### config.mk
export PLATFORM = sky130hd
export DESIGN_NAME = tdm_demux9_4bits_flat
export DESIGN_NICKNAME = d
export VERILOG_FILES = /design/src/rtl/tdm_demux9_4bits_if.sv /design/src/rtl/tdm_demux9_4bits.sv /design/src/flat_wrapper.sv
export SDC_FILE = /design/constraint.sdc
export NUM_CORES = 1
export LEC_CHECK = 0
export ABC_CLOCK_PERIOD_IN_PS = 11800
export CAP_MARGIN = 5
export CORE_MARGIN = 3
export CORE_UTILIZATION = 35
export DETAILED_ROUTE_END_ITERATION = 10
export SLEW_MARGIN = 20
export SYNTH_ARGS = -nofsm -noshare
export SYNTH_HDL_FRONTEND = slang
export SYNTH_SLANG_ARGS = --single-unit
### constraint.sdc
create_clock -name clk -period 11.8 [get_ports clk]
set_clock_uncertainty 0.05 [all_clocks]
set_input_delay 2.95 -clock clk [delete_from_list [all_inputs] [get_ports clk]]
set_output_delay 2.95 -clock clk [all_outputs]
set_load 0.02 [all_outputs]
### src/rtl/tdm_demux9_4bits_if.sv
// tdm_demux9_4bits_if: time-division stream bus (din, din_valid, sof); master drives, slave receives
interface tdm_demux9_4bits_if #(parameter int W = 4);
    logic [W-1:0] din;
    logic         din_valid;
    logic         sof;
    modport master (output din, din_valid, sof);
    modport slave  (input din, din_valid, sof);
endinterface

### src/rtl/tdm_demux9_4bits.sv
// tdm_demux9_4bits: rebuilds nine W-bit channels from a TDM stream (s: din/din_valid/sof; q0..q8 published frame; slot next write index; locked in RUN; frame_done/sync_err one-cycle pulses)
module tdm_demux9_4bits #(
    parameter int W = 4
) (
    input  logic                   clk,
    input  logic                   rst_n,
    tdm_demux9_4bits_if.slave      s,
    output logic [W-1:0]           q0,
    output logic [W-1:0]           q1,
    output logic [W-1:0]           q2,
    output logic [W-1:0]           q3,
    output logic [W-1:0]           q4,
    output logic [W-1:0]           q5,
    output logic [W-1:0]           q6,
    output logic [W-1:0]           q7,
    output logic [W-1:0]           q8,
    output logic [3:0]             slot,
    output logic                   locked,
    output logic                   frame_done,
    output logic                   sync_err
);
    typedef enum logic {HUNT, RUN} state_t;
    state_t       state, state_d;
    logic [W-1:0] shadow [0:8];
    logic [W-1:0] qr [0:8];
    logic [3:0]   slot_d, widx;
    logic         wr, pub, fd_d, se_d;
    assign {q8, q7, q6, q5, q4, q3, q2, q1, q0} = {qr[8], qr[7], qr[6], qr[5], qr[4], qr[3], qr[2], qr[1], qr[0]};
    assign locked = state == RUN;
    // any sof beat restarts the frame at slot 0
    assign widx = s.sof ? 4'd0 : slot;
    always_comb begin
        state_d = state;
        slot_d  = slot;
        wr      = 1'b0;
        pub     = 1'b0;
        fd_d    = 1'b0;
        se_d    = 1'b0;
        if (s.din_valid) begin
            if (state == HUNT) begin
                if (s.sof) begin
                    wr      = 1'b1;
                    slot_d  = 4'd1;
                    state_d = RUN;
                end
            end else if (s.sof) begin
                // sof mid-frame abandons the partial frame
                wr     = 1'b1;
                slot_d = 4'd1;
                se_d   = slot != 4'd0;
            end else if (slot == 4'd0) begin
                se_d    = 1'b1;
                state_d = HUNT;
            end else begin
                wr     = 1'b1;
                pub    = slot == 4'd8;
                fd_d   = pub;
                slot_d = pub ? 4'd0 : slot + 4'd1;
            end
        end
    end
    always_ff @(posedge clk) begin
        if (!rst_n) begin
            state      <= HUNT;
            slot       <= 4'd0;
            frame_done <= 1'b0;
            sync_err   <= 1'b0;
            for (int k = 0; k < 9; k++) begin
                shadow[k] <= '1;
                qr[k]     <= '1;
            end
        end else begin
            state      <= state_d;
            slot       <= slot_d;
            frame_done <= fd_d;
            sync_err   <= se_d;
            if (wr) shadow[widx] <= s.din;
            // slot 8 comes straight from din so the whole frame lands on one edge
            if (pub) begin
                for (int k = 0; k < 8; k++) qr[k] <= shadow[k];
                qr[8] <= s.din;
            end
        end
    end
endmodule

### src/flat_wrapper.sv
// flat-port wrapper written by rule: the top's interface ports become plain ports
module tdm_demux9_4bits_flat 
#(
    parameter int W = 4
)
  (clk, rst_n, q0, q1, q2, q3, q4, q5, q6, q7, q8, slot, locked, frame_done, sync_err, s_din, s_din_valid, s_sof);
  tdm_demux9_4bits_if #(.W(W)) s_i ();
  input  logic clk;
  input  logic rst_n;
  output logic [W-1:0] q0;
  output logic [W-1:0] q1;
  output logic [W-1:0] q2;
  output logic [W-1:0] q3;
  output logic [W-1:0] q4;
  output logic [W-1:0] q5;
  output logic [W-1:0] q6;
  output logic [W-1:0] q7;
  output logic [W-1:0] q8;
  output logic [3:0] slot;
  output logic locked;
  output logic frame_done;
  output logic sync_err;
  input wire logic [$bits(s_i.din)-1:0] s_din;
  input wire logic [$bits(s_i.din_valid)-1:0] s_din_valid;
  input wire logic [$bits(s_i.sof)-1:0] s_sof;
  assign s_i.din = s_din;
  assign s_i.din_valid = s_din_valid;
  assign s_i.sof = s_sof;
  tdm_demux9_4bits #(.W(W)) u_core (.clk(clk), .rst_n(rst_n), .s(s_i), .q0(q0), .q1(q1), .q2(q2), .q3(q3), .q4(q4), .q5(q5), .q6(q6), .q7(q7), .q8(q8), .slot(slot), .locked(locked), .frame_done(frame_done), .sync_err(sync_err));
endmodule
==> impl_metrics.env <==
export IMPL_syn_instance_count=213
export IMPL_antenna_found_initial=0
export IMPL_crit_path_start_kind="primary input"
export IMPL_syn2layout_area_growth_pct=26.4
export IMPL_fmax_ghz=0.176
export IMPL_p_leak_uw=0.000991
export IMPL_drc=0
export IMPL_synthTopCellsByCount="edfxtp_1, or3_1, or2_1, nand2_1, or2_2"
export IMPL_clk_insertion_delay_late_ns=0.33
export IMPL_p_clk_share_pct=33.8
export IMPL_top_usage_layer="met2"
export IMPL_fin_crit_sh_pct=48.3
export IMPL_cts_buffer_depth=2
export IMPL_reg2reg_slack_ns=8.99
export IMPL_synth_area_um2=3000
export IMPL_clk_pin_slew_ns=0.07
export IMPL_port_buffers=50
export IMPL_ant_nets=0
export IMPL_worstPathArrival_ns=5.68
export IMPL_ys_warn_count=0
export IMPL_globalRouteMet1Util_pct=15.3
export IMPL_hold_viol=0
export IMPL_swShare_pct=21.0
export IMPL_async_reset_ff_share_pct=0
export IMPL_p_total_uw=469
export IMPL_grt_max_degree=40
export IMPL_cts_resized=0
export IMPL_seqPwrFrac_pct=61.9
export IMPL_dieArea_um2=9710
export IMPL_drive_gt1_share_pct=10.4
export IMPL_htreeDepth=3
export IMPL_worstSetupStartpoint="rst_n"
export IMPL_synth_area_per_cell_um2=14.1
export IMPL_root_buffer="clkbuf_8"
export IMPL_cap_violations=0
export IMPL_grt_pass1_wl_um=8760
export IMPL_via_per_inst=4.81
export IMPL_ys_flop_type="edfxtp_1"
export IMPL_cts_tree="built"
export IMPL_synth_top_area_share_pct=68.1
export IMPL_postCtsSetupRepairBufs=0
export IMPL_ioPinCount=51
export IMPL_grtUsageMet3_pct=2.76
export IMPL_synthTopCellsByArea="edfxtp_1, or3_1, dfxtp_1"
export IMPL_gr_total_overflow=0
export IMPL_grt_usage_pct=11.6
export IMPL_setup_violations=0
export IMPL_routed_wl_um=5240
export IMPL_grt_use_met2_pct=17.8
export IMPL_powerDensity_nw_per_um2=124
export IMPL_clock_sinks=75
export IMPL_core_um2=8260
export IMPL_peakVddDrop_mv=0.0618
export IMPL_cts_buffers=9
export IMPL_die_w_um=98.6
export IMPL_worst_slew_pin_slew_ns=0.578
export IMPL_hp_class="reg2reg"
export IMPL_rows=33
export IMPL_criticalPathCategory="in2reg"
export IMPL_hp_start="u_core.shadow[5][3]"
export IMPL_ys_ff_latch=75
export IMPL_comb_power_share_pct=4.3
export IMPL_post_dp_hpwl_um=3490
export IMPL_crit_required_ns=11.78
export IMPL_switching_power_uw=98.5
export IMPL_antenna_cells=0
export IMPL_worst_path_max_fanout=39
export IMPL_endpoint_kind="register"
export IMPL_yosysTopAreaCell="edfxtp_1"
export IMPL_start_util_pct=36.3
export IMPL_slew_violations=0
export IMPL_status="finished, final reports clean"
export IMPL_place_congestion=0.814
export IMPL_fin_nets=276
export IMPL_tns_ns=0
export IMPL_internal_power_uw=371
export IMPL_yosys_cell_count_top_type="edfxtp_1"
export IMPL_first_pass_iters=4
export IMPL_first_iter_violations=76
export IMPL_fp_dieH_um=98.6
export IMPL_rsz0062_at_grt="false"
export IMPL_timing_rr_start="u_core.slot[0]"
export IMPL_routed_via_count=1802
export IMPL_period_needed_ns=5.70
export IMPL_wl_per_cell_um=14.0
export IMPL_synth_edf_count=68
export IMPL_ys_types=28
export IMPL_first_global_vias=1744
export IMPL_synth_nets=224
export IMPL_postCtsHoldBufs=0
export IMPL_yosysSeqAreaShare_pct=72.8
export IMPL_relSlewSlack_pct=61.4
[path summary, 6_finish.rpt]
check / to / cells past startpoint
max: u_core.shadow[7][1] / 5
min: u_core.qr[0][23] / 1
max reg2reg: u_core.shadow[5][2] / 7
min reg2reg: u_core.qr[0][23] / 1
[sequential cells by signal, summed over array words and instances, names as in the netlist]
| register | flops |
|---|---|
| u_core.qr | 36 |
| u_core.shadow | 32 |
| u_core.slot | 4 |
| u_core.frame_done | 1 |
| u_core.locked | 1 |
| u_core.sync_err | 1 |
[routing by layer]
layer | vias up | wire (µm)
li1 | 888 | -
met1 | 860 | 2430
met2 | 43 | 2450
met3 | 11 | 245
met4 | 0 | 121
met5 | - | 0
[through the flow]
stage	setup WS, ns	cells	area [µm²]	utilization [%]	hold WS, ns
global route	5.81	375	3790	45.9	0.472
CTS	5.66	374	3750	45.5	0.458
finish	6.10	375	3790	45.9	0.458
floorplan	5.42	213	3000	-	0.432
global placement	5.39	358	3600	43.6	0.438
detailed placement	5.31	358	3600	43.6	0.442
[critical path, stage by stage]
cell and delay, ns:
clkdlybuf4s50_1 0.84, nand3_2 0.56, or4_1 0.73, or3_4 0.43
nand2_1 0.16
[final cells by class]
class	count	area, µm²
Fill cell	764	4470
Sequential cell	75	2180
Multi-Input combinational cell	122	773
Timing Repair Buffer	51	528
Clock buffer	12	135
Tap cell	105	131
Inverter	6	22.5
Clock inverter	4	17.5
[power groups by stage]
stage	combinational [µW]	sequential (µW)	clock [µW]
CTS	19.0	291	162
finish	20.0	291	159
global route	22.4	291	173
global placement	18.8	297	0
floorplan	9.36	297	0
detailed placement	18.9	297	0
[cell families (layout without fill, tap and decap cells)]
logic type      after synthesis  after routing  share of synthesized area [%]
simple gates                106            106                           21.3
flops                        75             75                           72.8
buf+inv                      16             73                           2.04
compound gates               13             13                           2.63
fa+ha+maj                     3              3                           1.25
[cell usage in the layout, fill, tap and decap left out, types with 3 or more instances in the layout]
cell              n
or3_1            41
nor2_1            4
or2_1            14
or4_1             6
clkbuf_8          9
nand2_1          12
a21oi_1           3
or2_2            10
clkbuf_1          3
nand2b_1          6
ha_1              3
clkdlybuf4s50_1  50
dfxtp_1           7
inv_1             5
edfxtp_1         68
o21ai_0           3
No activity file was read; power rests on OpenSTA's default activity.
